$ cat config.mk
export PLATFORM = sky130hd
export DESIGN_NAME = fib_sched
export DESIGN_NICKNAME = d
export VERILOG_FILES = /design/src/rtl/fib_pkg.sv /design/src/rtl/fib_core.sv /design/src/rtl/fib_sched.sv
export SDC_FILE = /design/constraint.sdc
export NUM_CORES = 1
export LEC_CHECK = 0
export BUFFER_PORTS_ARGS = -buffer_cell sky130_fd_sc_hd__buf_2
export CAP_MARGIN = 20
export CELL_PAD_IN_SITES_DETAIL_PLACEMENT = 0
export CELL_PAD_IN_SITES_GLOBAL_PLACEMENT = 2
export CORE_ASPECT_RATIO = 0.7
export CORE_UTILIZATION = 33
export CTS_CLUSTER_DIAMETER = 30
export DETAILED_ROUTE_END_ITERATION = 10
export HOLD_SLACK_MARGIN = 0.12
export PLACE_DENSITY_LB_ADDON = 0.25
export REMOVE_ABC_BUFFERS = 1
export SETUP_SLACK_MARGIN = 0.05
export SYNTH_ARGS = -nofsm -noshare
export SYNTH_HDL_FRONTEND = slang
export SYNTH_SLANG_ARGS = --single-unit
$ cat constraint.sdc
create_clock -name clk -period 4.95 [get_ports clk]
set_clock_uncertainty 0.2 [all_clocks]
set_input_delay 0.99 -clock clk [delete_from_list [all_inputs] [get_ports clk]]
set_output_delay 0.99 -clock clk [all_outputs]
set_load 0.01 [all_outputs]
$ cat src/rtl/fib_pkg.sv
// Shared definitions for the Fibonacci request scheduler: FSM state
// encoding and the default operand width / requester count.
package fib_pkg;

   typedef enum logic [1:0] {
      ST_IDLE = 2'd0,
      ST_RUN  = 2'd1,
      ST_RESP = 2'd2
   } state_t;

   localparam int FIB_WIDTH = 8;
   localparam int FIB_NREQ  = 4;

endpackage : fib_pkg

$ cat src/rtl/fib_core.sv
// Iterative Fibonacci engine. Holds the pair (a, b) = (F(k), F(k+1)) and
// a remaining step count. Overflow is tracked per element so that the
// flag reported alongside a reflects only whether F(k) itself wrapped.
module fib_core
   import fib_pkg::*;
#(
   parameter int WIDTH = FIB_WIDTH
) (
   input  logic             clk,
   input  logic             rst,
   input  logic             load,
   input  logic [WIDTH-1:0] n,
   input  logic             step,
   output logic             done,
   output logic [WIDTH-1:0] fib,
   output logic             ovf
);

   logic [WIDTH-1:0] a_r;
   logic [WIDTH-1:0] b_r;
   logic [WIDTH-1:0] cnt_r;
   logic             ovf_a_r;
   logic             ovf_b_r;
   logic [WIDTH:0]   sum_s;

   // Widened sum so the carry-out of a+b is visible for overflow tracking.
   always_comb begin
      sum_s = {1'b0, a_r} + {1'b0, b_r};
   end

   // Engine state: load seeds (0, 1, n); each step advances one Fibonacci index.
   always_ff @(posedge clk) begin
      if (rst) begin
         a_r     <= '0;
         b_r     <= '0;
         cnt_r   <= '0;
         ovf_a_r <= 1'b0;
         ovf_b_r <= 1'b0;
      end else if (load) begin
         a_r     <= '0;
         b_r     <= {{(WIDTH-1){1'b0}}, 1'b1};
         cnt_r   <= n;
         ovf_a_r <= 1'b0;
         ovf_b_r <= 1'b0;
      end else if (step && (cnt_r != '0)) begin
         a_r     <= b_r;
         b_r     <= sum_s[WIDTH-1:0];
         ovf_a_r <= ovf_b_r;
         ovf_b_r <= ovf_b_r | sum_s[WIDTH];
         cnt_r   <= cnt_r - {{(WIDTH-1){1'b0}}, 1'b1};
      end else begin
         a_r     <= a_r;
         b_r     <= b_r;
         cnt_r   <= cnt_r;
         ovf_a_r <= ovf_a_r;
         ovf_b_r <= ovf_b_r;
      end
   end

   assign done = (cnt_r == '0);
   assign fib  = a_r;
   assign ovf  = ovf_a_r;

endmodule : fib_core

$ cat src/rtl/fib_sched.sv
// Round-robin scheduler sharing one Fibonacci engine among NREQ requesters.
// A request is accepted only in IDLE (ack is a same-cycle pulse), the engine
// then iterates in RUN, and the result is held in RESP until the consumer
// takes it.
module fib_sched
   import fib_pkg::*;
#(
   parameter int WIDTH = FIB_WIDTH,
   parameter int NREQ  = FIB_NREQ
) (
   input  logic                    clk,
   input  logic                    rst,
   input  logic [NREQ-1:0]         req,
   input  logic [NREQ*WIDTH-1:0]   n_in,
   output logic [NREQ-1:0]         ack,
   output logic                    rsp_valid,
   input  logic                    rsp_ready,
   output logic [$clog2(NREQ)-1:0] rsp_id,
   output logic [WIDTH-1:0]        rsp_fib,
   output logic                    rsp_ovf,
   output logic                    busy
);

   localparam int IDW = $clog2(NREQ);

   state_t           state_r;
   logic [IDW-1:0]   ptr_r;
   logic [IDW-1:0]   id_r;
   logic             rsp_valid_r;
   logic [IDW-1:0]   rsp_id_r;
   logic [WIDTH-1:0] rsp_fib_r;
   logic             rsp_ovf_r;

   logic             grant_found_s;
   logic [IDW-1:0]   grant_idx_s;
   logic [IDW-1:0]   next_ptr_s;
   logic [WIDTH-1:0] sel_n_s;
   logic             accept_s;
   logic [NREQ-1:0]  ack_s;
   logic             core_step_s;
   logic             core_done_s;
   logic [WIDTH-1:0] core_fib_s;
   logic             core_ovf_s;
   logic             busy_s;

   // Round-robin search: first asserted request at or after ptr, wrapping.
   always_comb begin
      logic [IDW-1:0] cand;
      grant_found_s = 1'b0;
      grant_idx_s   = '0;
      cand          = '0;
      for (int k = 0; k < NREQ; k++) begin
         cand = IDW'((int'(ptr_r) + k) % NREQ);
         if (!grant_found_s && req[cand]) begin
            grant_found_s = 1'b1;
            grant_idx_s   = cand;
         end else begin
            grant_found_s = grant_found_s;
         end
      end
   end

   // Pointer moves just past the granted requester, wrapping at NREQ.
   always_comb begin
      if (grant_idx_s == IDW'(NREQ - 1)) begin
         next_ptr_s = '0;
      end else begin
         next_ptr_s = grant_idx_s + IDW'(1);
      end
   end

   // Operand of the requester currently winning arbitration.
   always_comb begin
      sel_n_s = n_in[int'(grant_idx_s)*WIDTH +: WIDTH];
   end

   // Accept, ack pulse, engine step and busy; all suppressed during reset so
   // requests seen in a reset cycle are ignored.
   always_comb begin
      ack_s       = '0;
      accept_s    = 1'b0;
      core_step_s = 1'b0;
      busy_s      = 1'b0;
      if (rst) begin
         ack_s       = '0;
         accept_s    = 1'b0;
         core_step_s = 1'b0;
         busy_s      = 1'b0;
      end else begin
         accept_s           = (state_r == ST_IDLE) && grant_found_s;
         core_step_s        = (state_r == ST_RUN) && !core_done_s;
         busy_s             = (state_r != ST_IDLE);
         if (accept_s) begin
            ack_s[grant_idx_s] = 1'b1;
         end else begin
            ack_s = '0;
         end
      end
   end

   fib_core #(
      .WIDTH (WIDTH)
   ) u_core (
      .clk  (clk),
      .rst  (rst),
      .load (accept_s),
      .n    (sel_n_s),
      .step (core_step_s),
      .done (core_done_s),
      .fib  (core_fib_s),
      .ovf  (core_ovf_s)
   );

   // Control FSM with registered response payload.
   always_ff @(posedge clk) begin
      if (rst) begin
         state_r     <= ST_IDLE;
         ptr_r       <= '0;
         id_r        <= '0;
         rsp_valid_r <= 1'b0;
         rsp_id_r    <= '0;
         rsp_fib_r   <= '0;
         rsp_ovf_r   <= 1'b0;
      end else begin
         case (state_r)
            ST_IDLE: begin
               if (accept_s) begin
                  id_r    <= grant_idx_s;
                  ptr_r   <= next_ptr_s;
                  state_r <= ST_RUN;
               end else begin
                  state_r <= ST_IDLE;
               end
            end
            ST_RUN: begin
               if (core_done_s) begin
                  rsp_valid_r <= 1'b1;
                  rsp_id_r    <= id_r;
                  rsp_fib_r   <= core_fib_s;
                  rsp_ovf_r   <= core_ovf_s;
                  state_r     <= ST_RESP;
               end else begin
                  state_r <= ST_RUN;
               end
            end
            ST_RESP: begin
               if (rsp_ready) begin
                  rsp_valid_r <= 1'b0;
                  state_r     <= ST_IDLE;
               end else begin
                  state_r <= ST_RESP;
               end
            end
            default: begin
               rsp_valid_r <= 1'b0;
               state_r     <= ST_IDLE;
            end
         endcase
      end
   end

   assign ack       = ack_s;
   assign busy      = busy_s;
   assign rsp_valid = rsp_valid_r;
   assign rsp_id    = rsp_id_r;
   assign rsp_fib   = rsp_fib_r;
   assign rsp_ovf   = rsp_ovf_r;

endmodule : fib_sched

=== After elaboration in Yosys (flattened, before gate mapping) ===
Index checks and enable logic that the tools add are counted.

* Bits in registers: 44
* Word-level logic and storage cells: 88

* $add $sub $neg: 6
* Order comparisons: 6
* Eq/ne operators: 5
* Shift operators: 1
* Mux-type cells: 35
* Bitwise logic cells: 2
* Reduce and logical (&&, ||, !) cells: 20

{| class="wikitable"
|+ Operators by type and width
! cell !! count
|-
| variable part select 32 x 6 -> 8 bit || 1
|-
| 2-to-1 mux 1 bit || 17
|-
| 2-to-1 mux 8 bit || 2
|-
| < comparator 2 x 3 -> 1 bit, second input constant || 5
|-
| 2-to-1 mux 2 bit || 7
|-
| adder 8 x 8 -> 9 bit || 1
|-
| binary-select mux 1 bit (select 2 bit) || 4
|-
| logical NOT 8 bit || 1
|-
| 2-to-1 mux 4 bit || 2
|-
| nonzero test 8 bit || 1
|-
| subtractor 8 x 1 -> 8 bit, second input constant || 1
|-
| logical AND 1 bit || 7
|-
| one-hot mux 2 bit (3 select lines) || 1
|-
| adder 2 x 1 -> 2 bit, second input constant || 2
|-
| adder 2 bit, second input constant || 2
|-
| == test 2 bit, second input constant || 2
|-
| logical NOT 1 bit || 4
|-
| inequality test 2 bit, second input constant || 2
|-
| AND reduction 2 bit || 2
|-
| nonzero test 2 bit || 2
|-
| one-hot mux 1 bit (3 select lines) || 1
|-
| AND reduction 3 bit || 1
|-
| demux 1 bit (select 2 bit) || 1
|-
| == test 2 x 1 -> 1 bit, second input constant || 1
|-
| other kinds (5) || 5
|}

=== Longest topological paths before layout ===
* Depth in word-level cells: 18
* Depth in mapped cells: 9

=== By module ===
From an unflattened synthesis, not the netlist that was laid out.

* Cell total of the unflattened synthesis: 310
* Area, all modules: 2645.0 sq um

{| class="wikitable"
|+ By module, submodules not included
! module !! times used !! cells each !! area an instance (sq um) !! seq. area each (sq um)
|-
| fib_core || 1 || 184 || 1539.0 || 520.5
|-
| fib_sched || 1 || 126 || 1106.1 || 360.3
|}

=== Worst setup path after synthesis ===
Ideal clock, no wire load.

* Kind: in2out
* Start point: in req[2]
* End point: out ack[3]
* Arrival: 2.169 ns
* Required time: 3.760 ns
* Slack: 1.591 ns
* Cell stages on the path: 7
* Path buffers: 1
* Cells stage by stage: nor2b_1 -> a21o_1 -> a211o_1 -> buf_2 -> inv_1 -> ha_1 -> and2_1

* Word-level cells in the longest chain between the ends: 18
* Elaborated cells on any way between the ends: 30
* Those cells by class: 2 x order compare; 20 x mux; 8 x reduce/logical

{| class="wikitable"
|+ RTL lines
! element !! RTL line !! text
|-
| start, declared || fib_sched.sv:13 || <nowiki>input logic [NREQ-1:0] req,</nowiki>
|-
| binary-select mux 1 bit (select 2 bit) || fib_sched.sv:54 || <nowiki>if (!grant_found_s && req[cand]) begin</nowiki>
|-
| 2-to-1 mux 1 bit (implied by the code) || fib_sched.sv:54 ||
|-
| 2-to-1 mux 1 bit || fib_sched.sv:54 ||
|-
| logical NOT 1 bit || fib_sched.sv:54 ||
|-
| logical AND 1 bit || fib_sched.sv:54 ||
|-
| 2-to-1 mux 1 bit || fib_sched.sv:54 ||
|-
| logical NOT 1 bit || fib_sched.sv:54 ||
|-
| logical AND 1 bit || fib_sched.sv:54 ||
|-
| [2 not listed] || - ||
|-
| logical AND 1 bit || fib_sched.sv:54 ||
|-
| 2-to-1 mux 2 bit || fib_sched.sv:54 ||
|-
| < comparator 2 x 3 -> 1 bit (implied by the code) / >= comparator 2 x 1 -> 1 bit (equally long branches) || fib_sched.sv:94 || <nowiki>ack_s[grant_idx_s] = 1'b1;</nowiki>
|-
| logical AND 1 bit (implied by the code) || fib_sched.sv:94 ||
|-
| 2-to-1 mux 1 bit (implied by the code) || fib_sched.sv:94 ||
|-
| demux 1 bit (select 2 bit) || fib_sched.sv:94 ||
|-
| 2-to-1 mux 4 bit (*) || fib_sched.sv:93 || <nowiki>if (accept_s) begin</nowiki>
|-
| 2-to-1 mux 4 bit (*) || fib_sched.sv:84 || <nowiki>if (rst) begin</nowiki>
|-
| end, declared || fib_sched.sv:15 || <nowiki>output logic [NREQ-1:0] ack,</nowiki>
|}

Every way passes the cells marked *; elsewhere a longest branch is shown, timed or not. The select of a mux whose other input is x is not followed.

=== Worst setup path in the final report ===
Ends and elaborated chain as after synthesis.

==> summary.md <==
| Metric | Value |
|---|---|
| Worst slew margin relative to its limit | `35.23%` |
| Most common flop cell mapped by yosys | `sky130_fd_sc_hd__dfxtp_1` |
| Seq cells post-synth | `44` |
| Initial core utilization | `34.82%` |
| Initial antenna violation count | `0` |
| Row cnt | `25` |
| Count of hold buffers inserted by post-cts repair | `0` |
| Minimum setup slack among reg-to-reg paths | `2.50 ns` |
| Count of port buffers added during placement | `55` |
| Clock-pin slew of the registers on the worst-case setup and hold paths | `0.09 ns` |
| Post-placement cell count | `446` |
| Synthesized instance count | `305` |
| Number of iterations in the first detailed-routing pass | `4` |
| Post-synthesis adder-cell area fraction | `6.549%` |
| Hold Fails Final Rpt | `0` |
| Fraction of post-synthesis cell area in the top cell type by area | `36.59%` |
| Top-level I/O count | `56` |
| Total Nets Final | `410` |
| Fraction of synthesis flops using an asynchronous set or reset pin | `0%` |
| Clock tree buffer depth | `2` |
| Worst Hold Path EP | `rsp_fib[1]` |
| Number of buffers added by the clock tree synthesis step | `5` |
| Final weighted congestion in routability-driven placement | `0.7695` |
| Final critical path time including I/O delays and setup | `3.771 ns` |
| Final-report setup violation count | `0` |
| Slew @ Worst Pin | `0.9663 ns` |
| Area overhead of the layout relative to synthesis | `19.91%` |
| Synthesized area per cell | `7.893 sq um` |
| Sum of routed wire length over all layers | `6.301 mm` |
| Cell with the most instances after synthesis | `sky130_fd_sc_hd__nand2_1` |
| Outcome | `complete, no violations` |
| Area leader, netlist | `sky130_fd_sc_hd__dfxtp_1` |
| Maximum resistive drop on vdd | `0.1609 mV` |
| GRT Total Usage | `17.36%` |
| Post-cts resize count | `0` |
| Setup TNS | `0 ns` |
| Ratio of cells with drive above 1 in the final layout | `20.83%` |
| Die Y-Extent | `73.46 um` |
| H-tree lvl count | `2` |
| Overall die area | `7646 sq um` |
| Number of library cell types mapped by synthesis | `46` |
| Cell depth of the worst min-delay path | `2` |
| Power per Cell Area | `411.7 nW/um^2` |
| Arrival time of the worst setup path | `2.58 ns` |
| Estimated wirelength of the detail-placed design | `4.685 mm` |
| Type of element capturing the critical path | `primary output` |
| Warnings, synthesis | `0` |
| Clock sinks | `44` |
| Max-Cap Viols | `0` |
| Final Cycle Share | `76.18%` |
| Count of flip-flops with a built-in enable after synthesis | `0` |
| Class of the most critical setup path | `in2out` |
| Clock root buffer | `sky130_fd_sc_hd__clkbuf_8` |
| Worst-Skew Late Latency | `0.30 ns` |
| Class of the tightest hold or removal check | `reg2reg` |
| Diode insertion count for antenna repair | `0` |
| Combinational family with the most area after synthesis | `simple AND/OR/NAND/NOR gates` |
| Sequential fraction of the synthesis area | `36.59%` |
| Synth Area in Compound Gates | `22.45%` |
| Unrepaired setup endpoints after global routing | `no` |
| Most frequent cells after synthesis | `72 x sky130_fd_sc_hd__nand2_1, 46 x sky130_fd_sc_hd__a21oi_1, 44 x sky130_fd_sc_hd__dfxtp_1` |
| Post-CTS setup buffers | `0` |
| DR WL/cell | `13.88 um` |
| Capture point of the worst reg-to-reg path | `u_core.ovf_b_r` |
| Final standard cell count with taps included and fillers excluded | `454` |
| Leakage Power | `1.259 nW` |
| Highest net fanout along the worst path | `17` |
| Crit path launch type | `primary input` |
| Global-route wire length before repair | `10.46 mm` |
| Worst flop-to-flop path startpoint | `u_core.fib[0]` |
| Pin count of the biggest net entering global routing | `28` |
| Via count of the first global-routing pass | `2080` |
| Core outline area | `6913 sq um` |
| Design Power | `0.001188 W` |
| Start point of the worst hold path | `rsp_fib[1]` |
| Cell area after synthesis | `2407 sq um` |
| Initial DRC Count | `118` |
| Synthesized-area fraction occupied by and/or/nand/nor cells | `23.49%` |
| Sum of overflow across all layers after global routing | `0` |
| Remaining DRCs | `0` |
| TritonCTS clock tree | `yes` |
| Number of pins exceeding their max-slew limit in the final report | `0` |
| Largest cells by area after synthesis | `sky130_fd_sc_hd__dfxtp_1 37%, sky130_fd_sc_hd__nand2_1 11%, sky130_fd_sc_hd__a21oi_1 9.6%, sky130_fd_sc_hd__ha_1 5.7%, sky130_fd_sc_hd__mux2i_1 4.6%` |
| Multiplexer fraction of the synthesized cell area | `4.574%` |
| FF-to-FF path depth | `7` |
| Die width | `104.1 um` |
| Endpoint required time on the critical path | `3.76 ns` |
| Xor and xnor fraction of the mapped netlist area | `2.911%` |
| Max Clk Rate | `265.2 MHz` |
| Post-route antenna net violation count | `0` |
| Routed vias/inst | `4.952` |
| Number of vias in the routed layout | `2248` |
==> where the power goes <==
part / internal [W] / switching, W / total (W)
Combinational: 0.000181 / 0.000273 / 0.000454
Sequential: 0.000396 / 0.0000529 / 0.000449
Clock: 0.000152 / 0.000133 / 0.000285
==> cell usage in the layout (no fill, tap or decap), types with 4 or more instances in the layout <==
| master | synthesis | final |
|---|---|---|
| sky130_fd_sc_hd__nand2_1 | 72 | 72 |
| sky130_fd_sc_hd__xnor2_1 | 5 | 5 |
| sky130_fd_sc_hd__nand2b_1 | 5 | 5 |
| sky130_fd_sc_hd__buf_2 | 6 | 55 |
| sky130_fd_sc_hd__nor2_1 | 26 | 26 |
| sky130_fd_sc_hd__a21oi_1 | 46 | 46 |
| sky130_fd_sc_hd__dfxtp_1 | 44 | 44 |
| sky130_fd_sc_hd__nor3_1 | 5 | 4 |
| sky130_fd_sc_hd__a21o_1 | 4 | 4 |
| sky130_fd_sc_hd__o21ai_0 | 10 | 10 |
| sky130_fd_sc_hd__ha_1 | 11 | 11 |
| sky130_fd_sc_hd__mux2i_1 | 11 | 11 |
| sky130_fd_sc_hd__inv_1 | 7 | 7 |
| sky130_fd_sc_hd__clkbuf_8 | 0 | 5 |
==> worst max-delay path, cell delays in order <==
cell and delay (ns):
sky130_fd_sc_hd__buf_2 0.12, sky130_fd_sc_hd__nor2b_1 0.14, sky130_fd_sc_hd__a21o_1 0.15, sky130_fd_sc_hd__a211o_1 0.28, sky130_fd_sc_hd__buf_4 0.21, sky130_fd_sc_hd__inv_1 0.21
sky130_fd_sc_hd__ha_1 0.20, sky130_fd_sc_hd__and2_1 0.14, sky130_fd_sc_hd__buf_2 0.13
==> layout make-up <==
class                      instances  area (sq um)
clock buffer                       5         68.82
clock inverter                     3         46.29
fill                             724          4026
inverter                           7         26.28
multi-input combinational        243          1449
sequential                        44         880.8
tap                               94         117.6
timing repair buffer              58         297.8
==> sequential cells by signal, summed over array words and instances (netlist names), 2 cells and up <==
register	cells
rsp_id	2
u_core.fib	8
rsp_fib	8
ptr_r	2
id_r	2
state_r	2
u_core.b_r	8
u_core.cnt_r	8
==> cells by family (layout without fill, tap and decap cells) <==
family / Yosys count / in the layout
AND/OR/NAND/NOR: 125 / 125
AO/OA/AOI/OAI: 87 / 87
flip-flops: 44 / 44
buffers and inverters: 18 / 73
adder cells (fa/ha/maj): 12 / 12
multiplexers: 11 / 11
XOR/XNOR: 8 / 8
==> through the flow <==
step | area (sq um) | hold slack, ns | utilization (%) | setup WS (ns)
6_report | 2887 | 0.2505 | 41.76 | 1.179
5_1_grt | 2887 | 0.2770 | 41.76 | 1.089
4_1_cts | 2887 | 0.2540 | 41.76 | 1.182
3_5_place_dp | 2771 | 0.2408 | 40.09 | 1.186
3_3_place_gp | 2771 | 0.2389 | 40.09 | 1.220
2_1_floorplan | 2351 | 0.2305 | - | 1.438
==> worst max path at each step <==
| stage | startpoint | depth (start not counted) | slack, ns | end |
|---|---|---|---|---|
| CTS | req[2] | 9 | 1.18 | ack[3] |
| floorplan | req[2] | 6 | 1.44 | ack[3] |
| global route | req[2] | 9 | 1.09 | ack[3] |
| finish | req[2] | 9 | 1.18 | ack[3] |
| detailed placement | req[2] | 9 | 1.19 | ack[3] |
| global placement | req[2] | 9 | 1.22 | ack[3] |
==> layer usage <==
metal  track usage [%]  up-vias  share of wire (%)
met2             25.33       36                 39
met1             26.32     1024                 57
met3             3.283        4                3.8
met5                 0        -                  0
met4             3.333        0               0.49
li1                  -     1184                  -
Note: power is estimated with default switching activity, not from simulation.
